$ cat config.mk
export PLATFORM = sky130hd
export DESIGN_NAME = mvu_pe_xnor_seq_flat
export DESIGN_NICKNAME = d
export VERILOG_FILES = /design/src/rtl/mvu_pe_xnor_seq_if.sv /design/src/rtl/mvu_pe_xnor_seq.sv /design/src/flat_wrapper.sv
export SDC_FILE = /design/constraint.sdc
export NUM_CORES = 1
export LEC_CHECK = 0
export CORE_UTILIZATION = 40
export CTS_CLUSTER_DIAMETER = 150
export DETAILED_ROUTE_END_ITERATION = 16
export GPL_TIMING_DRIVEN = 0
export SLEW_MARGIN = 15
export SYNTH_ARGS = -nofsm -noshare
export SYNTH_HDL_FRONTEND = slang
export SYNTH_SLANG_ARGS = --single-unit
$ cat constraint.sdc
create_clock -name clk -period 2.7 [get_ports clk]
set_input_delay 0.54 -clock clk [delete_from_list [all_inputs] [get_ports clk]]
set_output_delay 0.54 -clock clk [all_outputs]
set_load 0.01 [all_outputs]
$ cat src/rtl/mvu_pe_xnor_seq_if.sv
// Beat-in / result-out handshake bundle for one binary MVU processing element.
// master drives beats and result ready; slave is the processing element.
interface mvu_pe_xnor_seq_if #(
    parameter int SIMD = 4,
    parameter int TO   = 16
);
    logic            in_v;
    logic            in_rdy;
    logic [SIMD-1:0] in_act;
    logic [SIMD-1:0] in_wgt;
    logic            out_v;
    logic            out_rdy;
    logic [TO-1:0]   out;
    logic            busy;

    modport master (
        output in_v, in_act, in_wgt, out_rdy,
        input  in_rdy, out_v, out, busy
    );

    modport slave (
        input  in_v, in_act, in_wgt, out_rdy,
        output in_rdy, out_v, out, busy
    );
endinterface

$ cat src/rtl/mvu_pe_xnor_seq.sv
// Binary PE: XNOR each SIMD beat, accumulate popcount over SF beats, emit one dot product per fold.
// Latency 2 cycles from last-beat accept to out_v; a held result (out_v && !out_rdy) freezes the whole pipe.
module mvu_pe_xnor_seq #(
    parameter int SIMD = 4,
    parameter int SF   = 8,
    parameter int TO   = 16
) (
    input  logic               clk,
    input  logic               rst,
    mvu_pe_xnor_seq_if.slave   io
);
    localparam int            CW        = (SF > 1) ? $clog2(SF) : 1;
    localparam logic [CW-1:0] LAST_BEAT = CW'(SF - 1);

    typedef enum logic {ACC, FULL} state_t;

    state_t          state;
    state_t          state_next;

    logic [CW-1:0]   beat_cnt;
    logic [SIMD-1:0] s1_x;
    logic            s1_v;
    logic            s1_last;
    logic [TO-1:0]   acc;
    logic [TO-1:0]   out_q;
    logic [TO-1:0]   sum;

    logic            out_v;
    logic            hold;
    logic            accept;
    logic            retire;
    logic            last_ret;

    function automatic logic [TO-1:0] popcount(input logic [SIMD-1:0] x);
        logic [TO-1:0] c;
        c = '0;
        for (int i = 0; i < SIMD; i++) begin
            c = c + TO'(x[i]);
        end
        return c;
    endfunction

    assign out_v    = (state == FULL);
    assign hold     = out_v && !io.out_rdy;
    assign accept   = io.in_v && !hold;
    assign retire   = s1_v && !hold;
    assign last_ret = retire && s1_last;
    assign sum      = acc + popcount(s1_x);

    always_ff @(posedge clk or negedge rst) begin
        if (!rst) begin
            state <= ACC;
        end else begin
            state <= state_next;
        end
    end

    // A last retiring while the previous result is handed off keeps FULL, giving back-to-back folds.
    always_comb begin
        state_next = state;
        case (state)
            ACC:     if (last_ret) state_next = FULL;
            FULL:    if (!hold && !last_ret) state_next = ACC;
            default: state_next = ACC;
        endcase
    end

    always_ff @(posedge clk or negedge rst) begin
        if (!rst) begin
            beat_cnt <= '0;
            s1_x     <= '0;
            s1_v     <= 1'b0;
            s1_last  <= 1'b0;
            acc      <= '0;
            out_q    <= '0;
        end else begin
            if (accept) begin
                s1_x     <= io.in_act ~^ io.in_wgt;
                s1_v     <= 1'b1;
                s1_last  <= (beat_cnt == LAST_BEAT);
                beat_cnt <= (beat_cnt == LAST_BEAT) ? '0 : beat_cnt + 1'b1;
            end else if (!hold) begin
                s1_v <= 1'b0;
            end

            if (retire) begin
                if (s1_last) begin
                    out_q <= sum;
                    acc   <= '0;
                end else begin
                    acc <= sum;
                end
            end
        end
    end

    assign io.in_rdy = !hold;
    assign io.out_v  = out_v;
    assign io.out    = out_q;
    assign io.busy   = (beat_cnt != '0) || s1_v;
endmodule

$ cat src/flat_wrapper.sv
// flat-port wrapper written by rule: the top's interface ports become plain ports
module mvu_pe_xnor_seq_flat 
#(
    parameter int SIMD = 4,
    parameter int SF   = 8,
    parameter int TO   = 16
)
  (clk, rst, io_in_v, io_in_act, io_in_wgt, io_out_rdy, io_in_rdy, io_out_v, io_out, io_busy);
  mvu_pe_xnor_seq_if #(.SIMD(SIMD), .TO(TO)) io_i ();
  input  logic clk;
  input  logic rst;
  input wire logic [$bits(io_i.in_v)-1:0] io_in_v;
  input wire logic [$bits(io_i.in_act)-1:0] io_in_act;
  input wire logic [$bits(io_i.in_wgt)-1:0] io_in_wgt;
  input wire logic [$bits(io_i.out_rdy)-1:0] io_out_rdy;
  output wire logic [$bits(io_i.in_rdy)-1:0] io_in_rdy;
  output wire logic [$bits(io_i.out_v)-1:0] io_out_v;
  output wire logic [$bits(io_i.out)-1:0] io_out;
  output wire logic [$bits(io_i.busy)-1:0] io_busy;
  assign io_i.in_v = io_in_v;
  assign io_i.in_act = io_in_act;
  assign io_i.in_wgt = io_in_wgt;
  assign io_i.out_rdy = io_out_rdy;
  assign io_in_rdy = io_i.in_rdy;
  assign io_out_v = io_i.out_v;
  assign io_out = io_i.out;
  assign io_busy = io_i.busy;
  mvu_pe_xnor_seq #(.SIMD(SIMD), .SF(SF), .TO(TO)) u_core (.clk(clk), .rst(rst), .io(io_i));
endmodule
==> results.cfg <==
[outcome]
status = finished with violations
violations = negative setup slack

[power_and_ir_drop]
p_per_area_nw_per_um2 = 975.2
p_leak_uw = 0.001249
ir_worst_vdd_mv = 0.3937
p_total_uw = 2927

[route]
wirelength_mm = 5.010
post-route-drc-count = 0
vias = 1822
wire_per_inst_um = 14.11
via_per_inst = 5.132
drt_iter0_drc = 77
first_pass_iters = 6
detail-route-antenna-nets = 0

[cts]
cts_buffer_depth = 2
ctsHoldBuffers = 0
cts_made_buffers = 5
cts_sinks = 42
clk_pin_slew_ps = 90
root_buffer = clkbuf_8
cts_tree = yes
clk_latency_ps = 300
htree_levels = 2

[placement]
pre_cts_slack_ps = -204.9
place_hpwl_mm = 3.658
globalplace.congestion = 0.8254
port_buffers = 30

[sta]
finClkSkew_ps = 7.970
slew_violations = 0
hold_viol_final = 0
period_share_pct = 100.6
finalSetupTns_ps = -15.62
setup_viol = 1
min_period_ps = 2716
layout_setup_ws_ps = -15.62
tightest_slew_ps = 529.6
rsz0062_at_grt = yes
maxSlewHeadroom_pct = 64.69
fmax_mhz = 368.2

[yosys]
syn_area_um2 = 2298
syn_area_per_cell_um2 = 9.698
synth_area_leaders = dfrtp_1, nand2_1, o21ai_0, xnor2_1, ha_1
synthArstFlopShare_pct = 100.0
synth_flop_cell = dfrtp_1
yosysUniqueCellTypes = 42
yosysTopAreaCellShare_pct = 45.73
synth_edf_count = 0
synth_nets = 259
seq_area_frac_synth_pct = 45.73
syn_inst = 237
ys_warn_count = 0
ys_ff_latch = 42
synth_top_area_cell = dfrtp_1

[critical_path]
critPathCaptureType = flop
critPathLaunchType = flop
cp.arrival_ps = 2960
required_ps = 2940
critPathMaxFanout = 3
critPathKind = flop to flop

[global_route]
grt.total_usage_pct = 17.98
grt_overflow = 0
grt_pass1_wl_mm = 8.424
grt_max_degree = 24
grt_pass1_vias = 1733
antenna_found_initial = 0

[die]
ios = 31
die_x_um = 77.81
die_h_um = 77.81
dieArea_um2 = 6054
num_rows = 27
start_util_pct = 41.74
core_um2 = 5507

[layout]
n_fill_cell = 515
multi_input_area_um2 = 1231
layout.nets = 304
diodes = 0
area_growth_pct = 30.59
seq_area_um2 = 1051
final_util_pct = 54.51
mostFrequentLayoutCells = dfrtp_1, nand2_1, clkdlybuf4s50_1
final_common_cell = dfrtp_1
final_layout_size_suffix_gt1_share_pct = 16.96

[job]
drv_cap = 0

[worst_hold_path]
hold_class = primary input to asynchronous set/reset pin
layer usage:
layer  GRT usage, %  part of all wire (%)
met1          23.97                    49
met3          3.765                   3.4
met4          5.472                   1.0
met2          29.20                    47
met5              0                     0
repair_timing:
item | in CTS | in global routing
pin swaps | 6 | 7
endpoints found under the setup margin | 12 | 13
gates cloned | 0 | 0
resized for setup | 11 | 13
endpoints found under the hold margin | 0 | 0
buffers inserted | 3 | 4
stage by stage:
stage	area, um^2	hold WS, ps	std cells
6_report	3002	190.2	355
5_1_grt	3002	225.1	355
3_5_place_dp	2716	469.7	340
3_3_place_gp	2701	460.9	339
2_1_floorplan	2311	244.4	237
4_1_cts	2920	204.8	351
power by group:
part	internal, uW	switching, uW
Sequential	837	144
Clock	395	225
Combinational	619	707
cell families after synthesis:
kind of cell	synth area share (%)
and+or+nand+nor	17.26
AOI/OAI and AO/OA	17.75
DFF	45.73
buffers and inverters	5.171
xor gates and xnor gates	6.097
adders and majority gates	6.097
muxes	1.905
critical path: stages, from the launching register on:
cell	delay (ps)
dfrtp_1	390
ha_1	270
inv_1	40
fa_1	440
inv_2	80
ha_4	130
inv_2	30
fa_2	370
nand2b_4	180
a2111oi_4	410
nor3b_2	220
a21o_1	90
sequential cells by signal (all words and copies together) (netlist names):
name	flops
u_core.io.out_v	1
u_core.s1_v	1
u_core.s1_last	1
u_core.io.out	16
u_core.s1_x	4
u_core.acc	16
u_core.beat_cnt	3
Yosys cell counts (2+ instances only):
master,number
nand4_1,4
or4_1,3
xnor2_1,12
buf_2,5
clkinv_1,2
a22o_1,4
nand2_1,38
clkbuf_1,6
dfrtp_1,42
xor2_1,4
a31oi_1,2
fa_1,2
or3_1,5
a21o_1,3
mux2_2,3
nor2b_1,3
a2111oi_4,3
and2_1,3
nor2_1,7
nand3_1,7
inv_1,15
ha_1,8
a21oi_1,6
o211ai_1,4
o2111ai_1,2
o21ai_0,28
path summary, 6_finish.rpt:
path | start | end | slack, ps | cells after the start
max | u_core.s1_x[0]$_DFFE_PN0P_ | u_core.acc[14]$_DFFE_PN0P_ | -20 | 11
min | rst | u_core.io.out[4]$_DFFE_PN0P_ | 190 | 1
max reg2reg | u_core.s1_x[0]$_DFFE_PN0P_ | u_core.acc[14]$_DFFE_PN0P_ | -20 | 11
min reg2reg | u_core.io.out[8]$_DFFE_PN0P_ | u_core.io.out[8]$_DFFE_PN0P_ | 480 | 2
max in group asynchronous | rst | u_core.acc[0]$_DFFE_PN0P_ | 2030 | 2
min in group clk | u_core.io.out[8]$_DFFE_PN0P_ | u_core.io.out[8]$_DFFE_PN0P_ | 480 | 2
cell type report:
cell class / instances / area share (%)
Multi-Input combinational cell: 166 / 41.02
Inverter: 17 / 2.126
Clock buffer: 6 / 2.751
Timing Repair Buffer: 38 / 12.26
Buffer: 12 / 1.834
Sequential cell: 42 / 35.01
Clock inverter: 2 / 2.001
Tap cell: 72 / 3.001
Power figures use the tool's default switching activity.
